<file path="config.mk">
export PLATFORM = sky130hd
export DESIGN_NAME = sample_extract_flat
export DESIGN_NICKNAME = d
export VERILOG_FILES = /design/src/rtl/sample_extract_pkg.sv /design/src/rtl/sample_extract_if.sv /design/src/rtl/sample_extract_skid_fifo.sv /design/src/rtl/sample_extract.sv /design/src/flat_wrapper.sv
export SDC_FILE = /design/constraint.sdc
export NUM_CORES = 1
export LEC_CHECK = 0
export ABC_AREA = 1
export ABC_CLOCK_PERIOD_IN_PS = 2000
export CAP_MARGIN = 10
export CORE_MARGIN = 2
export CORE_UTILIZATION = 45
export DETAILED_ROUTE_END_ITERATION = 10
export HOLD_SLACK_MARGIN = 0.15
export PLACE_DENSITY = 0.68
export SYNTH_ARGS = -nofsm -noshare
export SYNTH_HDL_FRONTEND = slang
export SYNTH_SLANG_ARGS = --single-unit
</file>
<file path="constraint.sdc">
create_clock -name clk -period 2 [get_ports clk]
set_clock_uncertainty 0.15 [all_clocks]
set_input_delay 0.2 -clock clk [delete_from_list [all_inputs] [get_ports clk]]
set_output_delay 0.2 -clock clk [all_outputs]
set_load 0.05 [all_outputs]
</file>
<file path="src/rtl/sample_extract_pkg.sv">
// Shared constants and types for the LWE sample-extraction block.
// Latency: n/a (declarations only).
// Backpressure: n/a.
// Contents: ring/coefficient/modulus defaults, FSM state encoding, FIFO depth.
package sample_extract_pkg;

  // Shared ring parameters: coefficient width, log2 ring size, modulus.
  localparam int DATA_SIZE_ARB = 14;
  localparam int RING_DEPTH    = 10;
  localparam int MODULUS       = 12289;

  // Return-data buffer: 4 entries, 2-bit pointers.
  localparam int FIFO_DEPTH = 4;
  localparam int FIFO_AW    = 2;

  typedef enum logic [1:0] {
    ST_IDLE  = 2'd0,
    ST_ISSUE = 2'd1,
    ST_DRAIN = 2'd2,
    ST_DONE  = 2'd3
  } state_e;

endpackage

</file>
<file path="src/rtl/sample_extract_if.sv">
// Bundle of the extractor's control, ACC-BRAM read and LWE output stream signals.
// Latency: n/a (wiring only).
// Backpressure: lwe_valid/lwe_ready handshake on the output stream.
// Ports: start/busy/done control, read_out/data_out BRAM read, lwe_* output beat.
interface sample_extract_if #(
  parameter int DLEN = 14,
  parameter int HLEN = 10
);
  logic            start;
  logic            busy;
  logic            done;
  logic [HLEN:0]   read_out;
  logic [DLEN-1:0] data_out;
  logic            lwe_valid;
  logic            lwe_ready;
  logic [DLEN-1:0] lwe_data;
  logic            lwe_last;

  // Extractor side.
  modport master (
    input  start, data_out, lwe_ready,
    output busy, done, read_out, lwe_valid, lwe_data, lwe_last
  );

  // Controller / BRAM / downstream side.
  modport slave (
    output start, data_out, lwe_ready,
    input  busy, done, read_out, lwe_valid, lwe_data, lwe_last
  );
endinterface

</file>
<file path="src/rtl/sample_extract_skid_fifo.sv">
// 4-entry synchronous FIFO holding returned BRAM words (data + last flag).
// Latency: write visible at the head one cycle later; read is combinational from the head.
// Backpressure: writes dropped when full, reads ignored when empty; caller reserves space.
// Ports: clk/reset, wr_en_i/wr_dat_i, rd_en_i/rd_dat_o, full_o/empty_o/count_o.
module skid_fifo
  import sample_extract_pkg::*;
#(
  parameter int W = 15
) (
  input  logic             clk,
  input  logic             reset,
  input  logic             wr_en_i,
  input  logic [W-1:0]     wr_dat_i,
  input  logic             rd_en_i,
  output logic [W-1:0]     rd_dat_o,
  output logic             full_o,
  output logic             empty_o,
  output logic [FIFO_AW:0] count_o
);

  logic [W-1:0]       mem_q [FIFO_DEPTH];
  logic [FIFO_AW-1:0] wr_ptr_q, rd_ptr_q;
  logic [FIFO_AW:0]   count_q;
  logic               do_wr, do_rd;

  assign full_o  = (count_q == (FIFO_AW+1)'(FIFO_DEPTH));
  assign empty_o = (count_q == '0);
  assign count_o = count_q;
  assign do_wr   = wr_en_i && !full_o;
  assign do_rd   = rd_en_i && !empty_o;

  always_ff @(posedge clk or posedge reset) begin
    if (reset) begin
      wr_ptr_q <= '0;
      rd_ptr_q <= '0;
      count_q  <= '0;
    end else begin
      if (do_wr) wr_ptr_q <= wr_ptr_q + FIFO_AW'(1);
      if (do_rd) rd_ptr_q <= rd_ptr_q + FIFO_AW'(1);
      case ({do_wr, do_rd})
        2'b10:   count_q <= count_q + (FIFO_AW+1)'(1);
        2'b01:   count_q <= count_q - (FIFO_AW+1)'(1);
        default: count_q <= count_q;
      endcase
    end
  end

  // Storage needs no reset: the head is masked whenever the FIFO is empty.
  always_ff @(posedge clk) begin
    if (do_wr) mem_q[wr_ptr_q] <= wr_dat_i;
  end

  assign rd_dat_o = empty_o ? '0 : mem_q[rd_ptr_q];

endmodule

</file>
<file path="src/rtl/sample_extract.sv">
// Extracts an LWE sample (a-part negacyclically reversed and negated, then b[0]) from the ACC BRAM.
// Latency: first beat RD_LAT+2 cycles after start, then 1 beat/cycle; done RD_LAT+3+N after start.
// Backpressure: lwe_ready stalls output; reads are throttled so FIFO + in-flight never exceeds 4.
// Ports: clk, reset (async, active high), bus (sample_extract_if.master).
module sample_extract
  import sample_extract_pkg::*;
#(
  parameter int DLEN   = DATA_SIZE_ARB,
  parameter int HLEN   = RING_DEPTH,
  parameter int Q      = MODULUS,
  parameter int RD_LAT = 2
) (
  input  logic              clk,
  input  logic              reset,
  sample_extract_if.master  bus
);

  localparam int            N        = 1 << HLEN;
  localparam logic [HLEN:0] LAST_IDX = (HLEN+1)'(N);
  localparam logic [DLEN-1:0] QV     = DLEN'(Q);

  state_e state_q, state_d;

  // Beat index of the next read to issue, 0..N.
  logic [HLEN:0] iss_cnt_q, iss_cnt_d;

  // Read-return pipeline: valid, negate-on-return and last flags travel with each read.
  logic [RD_LAT-1:0] pend_q, pneg_q, plast_q;

  logic              issue;
  logic [7:0]        inflight;
  logic              room;
  logic [HLEN-1:0]   rd_idx;
  logic              iss_neg, iss_last;

  logic              fifo_full, fifo_empty;
  logic [FIFO_AW:0]  fifo_cnt;
  logic [DLEN:0]     fifo_wdat, fifo_rdat;
  logic [DLEN-1:0]   ret_dat;
  logic              pop;

  // Reads in flight = set bits of the return pipeline.
  always_comb begin
    inflight = '0;
    for (int k = 0; k < RD_LAT; k++) begin
      inflight = inflight + {7'd0, pend_q[k]};
    end
  end

  // Each issued read has a guaranteed FIFO slot when its data returns.
  assign room = (({5'd0, fifo_cnt} + inflight) < 8'(FIFO_DEPTH)) && !fifo_full;

  // Beat i reads a[(N-i) mod N]; beat N has bit HLEN set and index 0, i.e. b[0].
  assign rd_idx   = '0 - iss_cnt_q[HLEN-1:0];
  assign iss_last = iss_cnt_q[HLEN];
  assign iss_neg  = (iss_cnt_q != '0) && !iss_cnt_q[HLEN];

  always_comb begin
    state_d   = state_q;
    iss_cnt_d = iss_cnt_q;
    issue     = 1'b0;
    case (state_q)
      ST_IDLE: begin
        if (bus.start) begin
          state_d   = ST_ISSUE;
          iss_cnt_d = '0;
        end
      end
      ST_ISSUE: begin
        if (room) begin
          issue     = 1'b1;
          iss_cnt_d = iss_cnt_q + (HLEN+1)'(1);
          if (iss_cnt_q == LAST_IDX) state_d = ST_DRAIN;
        end
      end
      ST_DRAIN: begin
        if (pop && fifo_rdat[DLEN]) state_d = ST_DONE;
      end
      ST_DONE: begin
        state_d = ST_IDLE;
      end
      default: state_d = ST_IDLE;
    endcase
  end

  always_ff @(posedge clk or posedge reset) begin
    if (reset) begin
      state_q   <= ST_IDLE;
      iss_cnt_q <= '0;
      pend_q    <= '0;
      pneg_q    <= '0;
      plast_q   <= '0;
    end else begin
      state_q   <= state_d;
      iss_cnt_q <= iss_cnt_d;
      // Shift towards the MSB; the MSB marks data_out valid this cycle.
      pend_q    <= RD_LAT'({pend_q, issue});
      pneg_q    <= RD_LAT'({pneg_q, iss_neg});
      plast_q   <= RD_LAT'({plast_q, iss_last});
    end
  end

  // Negation mod Q keeps zero at zero so the result stays below Q.
  assign ret_dat   = (pneg_q[RD_LAT-1] && (bus.data_out != '0)) ? (QV - bus.data_out)
                   : (pneg_q[RD_LAT-1] ? '0 : bus.data_out);
  assign fifo_wdat = {plast_q[RD_LAT-1], ret_dat};

  skid_fifo #(.W(DLEN+1)) u_fifo (
    .clk      (clk),
    .reset    (reset),
    .wr_en_i  (pend_q[RD_LAT-1]),
    .wr_dat_i (fifo_wdat),
    .rd_en_i  (pop),
    .rd_dat_o (fifo_rdat),
    .full_o   (fifo_full),
    .empty_o  (fifo_empty),
    .count_o  (fifo_cnt)
  );

  assign pop           = !fifo_empty && bus.lwe_ready;
  assign bus.lwe_valid = !fifo_empty;
  assign bus.lwe_data  = fifo_rdat[DLEN-1:0];
  assign bus.lwe_last  = fifo_rdat[DLEN];
  assign bus.read_out  = issue ? {iss_last, rd_idx} : '0;
  assign bus.busy      = (state_q != ST_IDLE);
  assign bus.done      = (state_q == ST_DONE);

endmodule

</file>
<file path="src/flat_wrapper.sv">
// flat-port wrapper written by rule: the top's interface ports become plain ports
module sample_extract_flat import sample_extract_pkg::*;
#(
  parameter int DLEN   = DATA_SIZE_ARB,
  parameter int HLEN   = RING_DEPTH,
  parameter int Q      = MODULUS,
  parameter int RD_LAT = 2
)
  (clk, reset, bus_start, bus_data_out, bus_lwe_ready, bus_busy, bus_done, bus_read_out, bus_lwe_valid, bus_lwe_data, bus_lwe_last);
  sample_extract_if #(.DLEN(DLEN), .HLEN(HLEN)) bus_i ();
  input  logic clk;
  input  logic reset;
  input wire logic [$bits(bus_i.start)-1:0] bus_start;
  input wire logic [$bits(bus_i.data_out)-1:0] bus_data_out;
  input wire logic [$bits(bus_i.lwe_ready)-1:0] bus_lwe_ready;
  output wire logic [$bits(bus_i.busy)-1:0] bus_busy;
  output wire logic [$bits(bus_i.done)-1:0] bus_done;
  output wire logic [$bits(bus_i.read_out)-1:0] bus_read_out;
  output wire logic [$bits(bus_i.lwe_valid)-1:0] bus_lwe_valid;
  output wire logic [$bits(bus_i.lwe_data)-1:0] bus_lwe_data;
  output wire logic [$bits(bus_i.lwe_last)-1:0] bus_lwe_last;
  assign bus_i.start = bus_start;
  assign bus_i.data_out = bus_data_out;
  assign bus_i.lwe_ready = bus_lwe_ready;
  assign bus_busy = bus_i.busy;
  assign bus_done = bus_i.done;
  assign bus_read_out = bus_i.read_out;
  assign bus_lwe_valid = bus_i.lwe_valid;
  assign bus_lwe_data = bus_i.lwe_data;
  assign bus_lwe_last = bus_i.lwe_last;
  sample_extract #(.DLEN(DLEN), .HLEN(HLEN), .Q(Q), .RD_LAT(RD_LAT)) u_core (.clk(clk), .reset(reset), .bus(bus_i));
endmodule
</file>
==> flow_metrics.py, run 1 <==
metrics = {
    "status": {
        "status": "finished, violations left",
        "violations": "setup timing",
    },
    "clock_tree": {
        "root_buffer": "clkbuf_8",
        "clkSinkCount": 86,
        "htree_levels": 3,
        "clkTransAtPathRegs_ns": 0.09,
        "cts_tree": "built",
        "cts_inserted_buffers": 9,
        "clockBufferDepth": 2,
        "clock_latency_ns": 0.35,
    },
    "global_route": {
        "antenna_found_initial": 0,
        "grt_max_degree": 27,
        "grt_pass1_vias": 3683,
        "gr-total-overflow": 0,
        "grt_pass1_wl_microns": 17710,
        "grt.total_usage_pct": 20.56,
    },
    "logic_synthesis": {
        "yosysSeqAreaShare_pct": 54.26,
        "ys_warn_count": 0,
        "synth_cell_types": 37,
        "syn-instance-count": 475,
        "syn_avg_cell_area_sq_um": 9.514,
        "synth_ff_type": "edfxtp_1",
        "synth_area_sq_um": 4519,
        "async_flop_share_pct": 30.23,
        "syn_nets": 509,
        "synth_edf_count": 60,
        "synth_seq_cells": 86,
    },
    "setup_path": {
        "crit_fanout": 8,
        "crit_family": "adder cells",
        "critPathArrivalTime_ns": 2.00,
        "cp_slowest_cell": "dfrtp_1",
        "crit_buf_inv": 2,
        "start_kind": "flip-flop",
        "worstSetupPathType": "flip-flop to output pin",
        "cp.required_ns": 1.65,
        "cpMostUsedCell": "buf_6",
        "path_cells": "ha_2 > ha_4 > nand3_2 > nand2_2 > nor2_4 > buf_6 > o21ai_2 > a21oi_4 > buf_6",
        "crit_path_end_kind": "output pin",
        "cpPeakStageDelay_ns": 0.40,
    },
    "finish": {
        "final_layout_size_suffix_gt1_share_pct": 34.79,
        "finalNetCount": 624,
        "utilization_pct": 66.59,
        "top_register": "u_core.u_fifo.mem_q",
        "instances_no_fill": 728,
        "n_fill_cell": 746,
        "largest_reg_flops": 60,
        "antennaDiodeCount": 0,
        "area_delta_synth_final_pct": 44.02,
    },
    "routing": {
        "ant_nets": 0,
        "viasPerCell": 5.110,
        "drc": 0,
        "drtPass1Iterations": 5,
        "drt_iter0_markers": 170,
        "via_count": 3720,
        "wirelength_microns": 11270,
        "drt-wirelength-per-cell_microns": 15.48,
    },
    "sta": {
        "fmaxAchievable_mhz": 425.9,
        "tns_ns": -6.964,
        "fin_crit_ns": 2.348,
        "hold_violations": 0,
        "setup_slack_ns": -0.3479,
        "finalSetupViolations": 33,
        "worst_pin_slew_ns": 0.6258,
        "finalMaxSlewViolations": 0,
        "relSlewSlack_pct": 57.84,
        "min_period_over_period_pct": 117.4,
        "rsz0062_at_grt": "yes",
    },
    "flow_run": {
        "drv_cap": 0,
    },
    "die": {
        "pin_count": 47,
        "die_w_microns": 104.2,
        "start_util_pct": 46.24,
        "rows": 36,
        "die_area_sq_um": 10860,
        "core_area_sq_um": 9774,
        "die_y_microns": 104.2,
    },
    "place": {
        "post-dp-hpwl_microns": 7320,
        "dp_cells": 693,
        "gp_congestion": 0.8598,
        "portBuffers": 46,
    },
    "power": {
        "ir_drop_mv": 0.9408,
        "power.density_nw_per_um2": 1636,
        "power_leakage_nw": 2.681,
    },
    "worst_hold_path": {
        "hold_class": "flip-flop to flip-flop",
    },
}
-- placed cells by master, fill, tap and decap left out, drive strengths merged, types with 2 or more instances in the layout --
cell type      count
nand2             60
o22ai              2
clkdlybuf4s50     17
edfxtp            60
xor2               9
clkinv             5
nand3             20
nor2              97
or2                3
nor3               9
ha                15
buf               99
clkbuf            10
clkinvlp           2
inv               60
nand4             15
dfrtp             26
a31oi              2
o21ai             53
xnor2              4
a21oi             24
-- final timing paths --
check	startpoint	to	slack, ns	cells past startpoint
max	u_core.pend_q[1]	bus_read_out[6]	-0.35	9
min	u_core.plast_q[0]	u_core.plast_q[1]	0.24	0
max reg2reg	u_core.u_fifo.count_o[1]	u_core.u_fifo.count_o[2]	-0.18	9
min reg2reg	u_core.plast_q[0]	u_core.plast_q[1]	0.24	0
max in group asynchronous	reset	u_core.u_fifo.rd_ptr_q[0]	0.81	4
min in group asynchronous	reset	u_core.state_q[1]	0.61	4
-- final cells by class --
cell class                      count  area, sq um  area share (%)
Multi-Input combinational cell    315         2108           32.39
Clock inverter                      7        57.56          0.8843
Tap cell                          133        166.4           2.557
Inverter                           60        237.7           3.652
Clock buffer                        9        123.9           1.903
Timing Repair Buffer              118         1359           20.88
Sequential cell                    86         2456           37.74
-- cell families after synthesis --
| kind of cell | after synthesis | synth area share [%] |
|---|---|---|
| AO/OA/AOI/OAI | 82 | 10.44 |
| XOR/XNOR | 13 | 2.519 |
| flip-flops | 86 | 54.26 |
| AND/OR/NAND/NOR | 203 | 20.82 |
| adder cells (fa/ha/maj) | 16 | 4.596 |
| buffers and inverters | 75 | 7.364 |
-- per-stage QoR --
stage	hold WS, ns	power (W)	instance area, sq um	setup slack (ns)
2_1_floorplan	0.09002	0.005884	4629	-0.2003
3_3_place_gp	0.1960	0.008054	5823	-0.06380
3_5_place_dp	0.2069	0.008204	5823	-0.1374
4_1_cts	0.2370	0.009570	6120	-0.3734
5_1_grt	0.2424	0.01119	6509	-0.4647
6_report	0.2378	0.01065	6509	-0.3479
-- routing by layer --
layer / track usage (%) / part of all wire, %
met1: 26.40 / 43
met4: 5.405 / 1.3
met2: 35.90 / 52
met5: 0 / 0
met3: 3.697 / 3.5
-- where the power goes --
| group | internal, W | leakage, nW | switching [W] | total, W |
|---|---|---|---|---|
| Combinational | 0.00301 | 1.71 | 0.00398 | 0.00699 |
| Clock | 0.000467 | 0.0894 | 0.000669 | 0.00114 |
| Sequential | 0.00232 | 0.879 | 0.000199 | 0.00252 |
| Total | 0.00580 | 2.68 | 0.00485 | 0.0106 |
-- what timing repair did --
action | in CTS | in global routing
setup buffers | 1 | 15
gates resized for setup | 27 | 56
pin swaps | 6 | 14
hold endpoints to repair | 26 | 0
endpoints found under the setup margin | 35 | 35
hold buffers | 1 | 0
gates cloned | 0 | 2
-- cells in the mapped netlist (all sizes together) (3+ instances only) --
cell | count | area, sq um
a21oi | 24 | 120.1
buf | 12 | 92.58
clkbuf | 3 | 11.26
dfrtp | 26 | 650.6
edfxtp | 60 | 1802
ha | 15 | 187.7
inv | 59 | 224.0
nand2 | 60 | 245.2
nand3 | 20 | 130.1
nand4 | 15 | 100.1
nor2 | 96 | 391.6
nor3 | 9 | 55.05
o21ai | 53 | 299.0
or2 | 3 | 18.77
xnor2 | 4 | 35.03
xor2 | 9 | 78.83
No activity file was read; power rests on OpenSTA's default activity.
==> run 2: changes to the inputs <==
--- a/config.mk
+++ b/config.mk
@@ -13,6 +13,8 @@
 export DETAILED_ROUTE_END_ITERATION = 10
 export HOLD_SLACK_MARGIN = 0.15
 export PLACE_DENSITY = 0.68
+export SKIP_LAST_GASP = 1
 export SYNTH_ARGS = -nofsm -noshare
 export SYNTH_HDL_FRONTEND = slang
 export SYNTH_SLANG_ARGS = --single-unit
+export TNS_END_PERCENT = 10
==> flow_metrics.py, run 2 (synthesized netlist as in run 1, its figures left out) <==
metrics = {
    "setup_path": {
        "r2r_end": "u_core.u_fifo.count_o[2]",
        "crit_path_end_kind": "output pin",
        "critPathArrivalTime_ns": 1.98,
        "r2r_cells": 10,
        "r2r-start": "u_core.pend_q[1]",
        "worstSetupPathType": "flip-flop to output pin",
        "start_kind": "flip-flop",
        "crit_fanout": 5,
        "reg2reg_setup_slack_ns": -0.14,
        "cp.required_ns": 1.65,
    },
    "routing": {
        "via_count": 3575,
        "drt-wirelength-per-cell_microns": 14.16,
        "drc": 0,
        "wirelength_microns": 10020,
        "drtPass1Iterations": 5,
        "viasPerCell": 5.049,
        "ant_nets": 0,
        "drt_iter0_markers": 130,
    },
    "clock_tree": {
        "clkTransAtPathRegs_ns": 0.10,
        "root_buffer": "clkbuf_8",
        "clkSinkCount": 86,
        "cts_tree": "built",
        "cts_inserted_buffers": 9,
        "clockBufferDepth": 2,
        "htree_levels": 3,
        "clock_latency_ns": 0.35,
    },
    "die": {
        "die_w_microns": 104.2,
        "die_y_microns": 104.2,
        "pin_count": 47,
        "start_util_pct": 46.24,
        "core_area_sq_um": 9774,
        "die_area_sq_um": 10860,
        "rows": 36,
    },
    "finish": {
        "antennaDiodeCount": 0,
        "finalNetCount": 604,
        "largest_reg_flops": 60,
        "area_delta_synth_final_pct": 33.53,
        "mostFrequentLayoutCell": "nor2_1",
        "instances_no_fill": 708,
        "most-common-layout-cells": "nor2_1 (81), edfxtp_1 (60), inv_1 (53), nand2_1 (53), buf_4 (52)",
        "final_layout_size_suffix_gt1_share_pct": 27.30,
        "top_register": "u_core.u_fifo.mem_q",
    },
    "global_route": {
        "grt_pass1_vias": 3539,
        "grt_pass1_wl_microns": 16590,
        "antenna_found_initial": 0,
        "grt_max_degree": 27,
        "gr-total-overflow": 0,
        "grt.total_usage_pct": 19.21,
    },
    "place": {
        "portBuffers": 46,
        "dpl_worst_slack_ns": -0.1496,
        "post-dp-hpwl_microns": 7164,
        "gp_congestion": 0.8309,
        "dp_cells": 685,
    },
    "sta": {
        "setup_slack_ns": -0.3270,
        "hold_violations": 0,
        "rsz0062_at_grt": "yes",
        "fmaxAchievable_mhz": 429.7,
        "relSlewSlack_pct": 69.78,
        "min_period_over_period_pct": 116.4,
        "fin_crit_ns": 2.327,
        "finalSetupViolations": 28,
        "finalMaxSlewViolations": 0,
        "tns_ns": -5.260,
        "worst_pin_slew_ns": 0.4485,
    },
    "worst_hold_path": {
        "hp-start": "u_core.pneg_q[0]",
        "hold_class": "flip-flop to flip-flop",
        "holdPathEnd": "u_core.pneg_q[1]",
        "whs_path_depth": 0,
    },
    "power": {
        "power.density_nw_per_um2": 1564,
        "power_leakage_nw": 2.560,
        "p_total_w": 0.009437,
        "ir_drop_mv": 0.8837,
    },
    "status": {
        "status": "finished, violations left",
        "violations": "setup timing",
    },
    "flow_run": {
        "drv_cap": 0,
    },
}
-- run 2: timing repair --
action                                  in CTS  in global routing
endpoints found under the setup margin      36                 37
hold buffers                                 1                  0
pin swaps                                    8                  4
setup buffers                                2                  3
gates cloned                                 1                  0
resized for setup                           15                  4
hold endpoints to repair                    26                  0
-- run 2: per-layer routing --
metal | wire, microns | GRT usage [%]
met5 | 0 | 0
met4 | 148 | 7.239
met3 | 408 | 2.506
met2 | 5032 | 32.10
met1 | 4434 | 25.65
-- run 2: power by group --
group / internal [W] / switching, W / leakage [nW] / total, W
combinational: 0.00233 / 0.00339 / 1.58 / 0.00572
sequential: 0.00232 / 0.000214 / 0.882 / 0.00253
clock: 0.000495 / 0.000687 / 0.101 / 0.00118
total: 0.00514 / 0.00429 / 2.56 / 0.00944
-- run 2: cell type report --
cell class	instances	area [sq um]
fill	793	3740
tap	133	166.4
sequential	86	2452
timing repair buffer	98	1122
clock inverter	7	73.82
clock buffer	9	123.9
multi-input combinational	315	1864
inverter	60	231.5
-- run 2: metrics by stage --
stage                     area, sq um  utilization, %  hold slack (ns)
after floorplan                  4572               -          0.09002
after global placement           5705           58.37           0.1839
after detailed placement         5705           58.37           0.1950
after CTS                        5992           61.30           0.2053
after global routing             6035           61.74           0.2104
final                            6035           61.74           0.2057
-- run 2: worst max-delay path, cell delays in order, from the launching register on --
cell and delay, ns:
dfrtp_1 0.41, ha_2 0.21, ha_4 0.22, nand3_4 0.06, nand2_4 0.08, nor2_4 0.19
o21ai_0 0.15, nor2_2 0.15, buf_12 0.15
-- run 2: worst max-delay path by stage --
stage	from	end	slack, ns	depth (start not counted)
final	u_core.pend_q[0]	bus_read_out[4]	-0.33	8
after floorplan	u_core.u_fifo.count_o[0]	bus_lwe_data[10]	-0.24	5
after detailed placement	bus_data_out[1]	u_core.u_fifo.mem_q[1][9]	-0.15	8
after CTS	u_core.pend_q[0]	bus_read_out[3]	-0.34	8
after global routing	u_core.pend_q[0]	bus_read_out[3]	-0.38	8
after global placement	u_core.pend_q[1]	bus_read_out[3]	-0.1	8
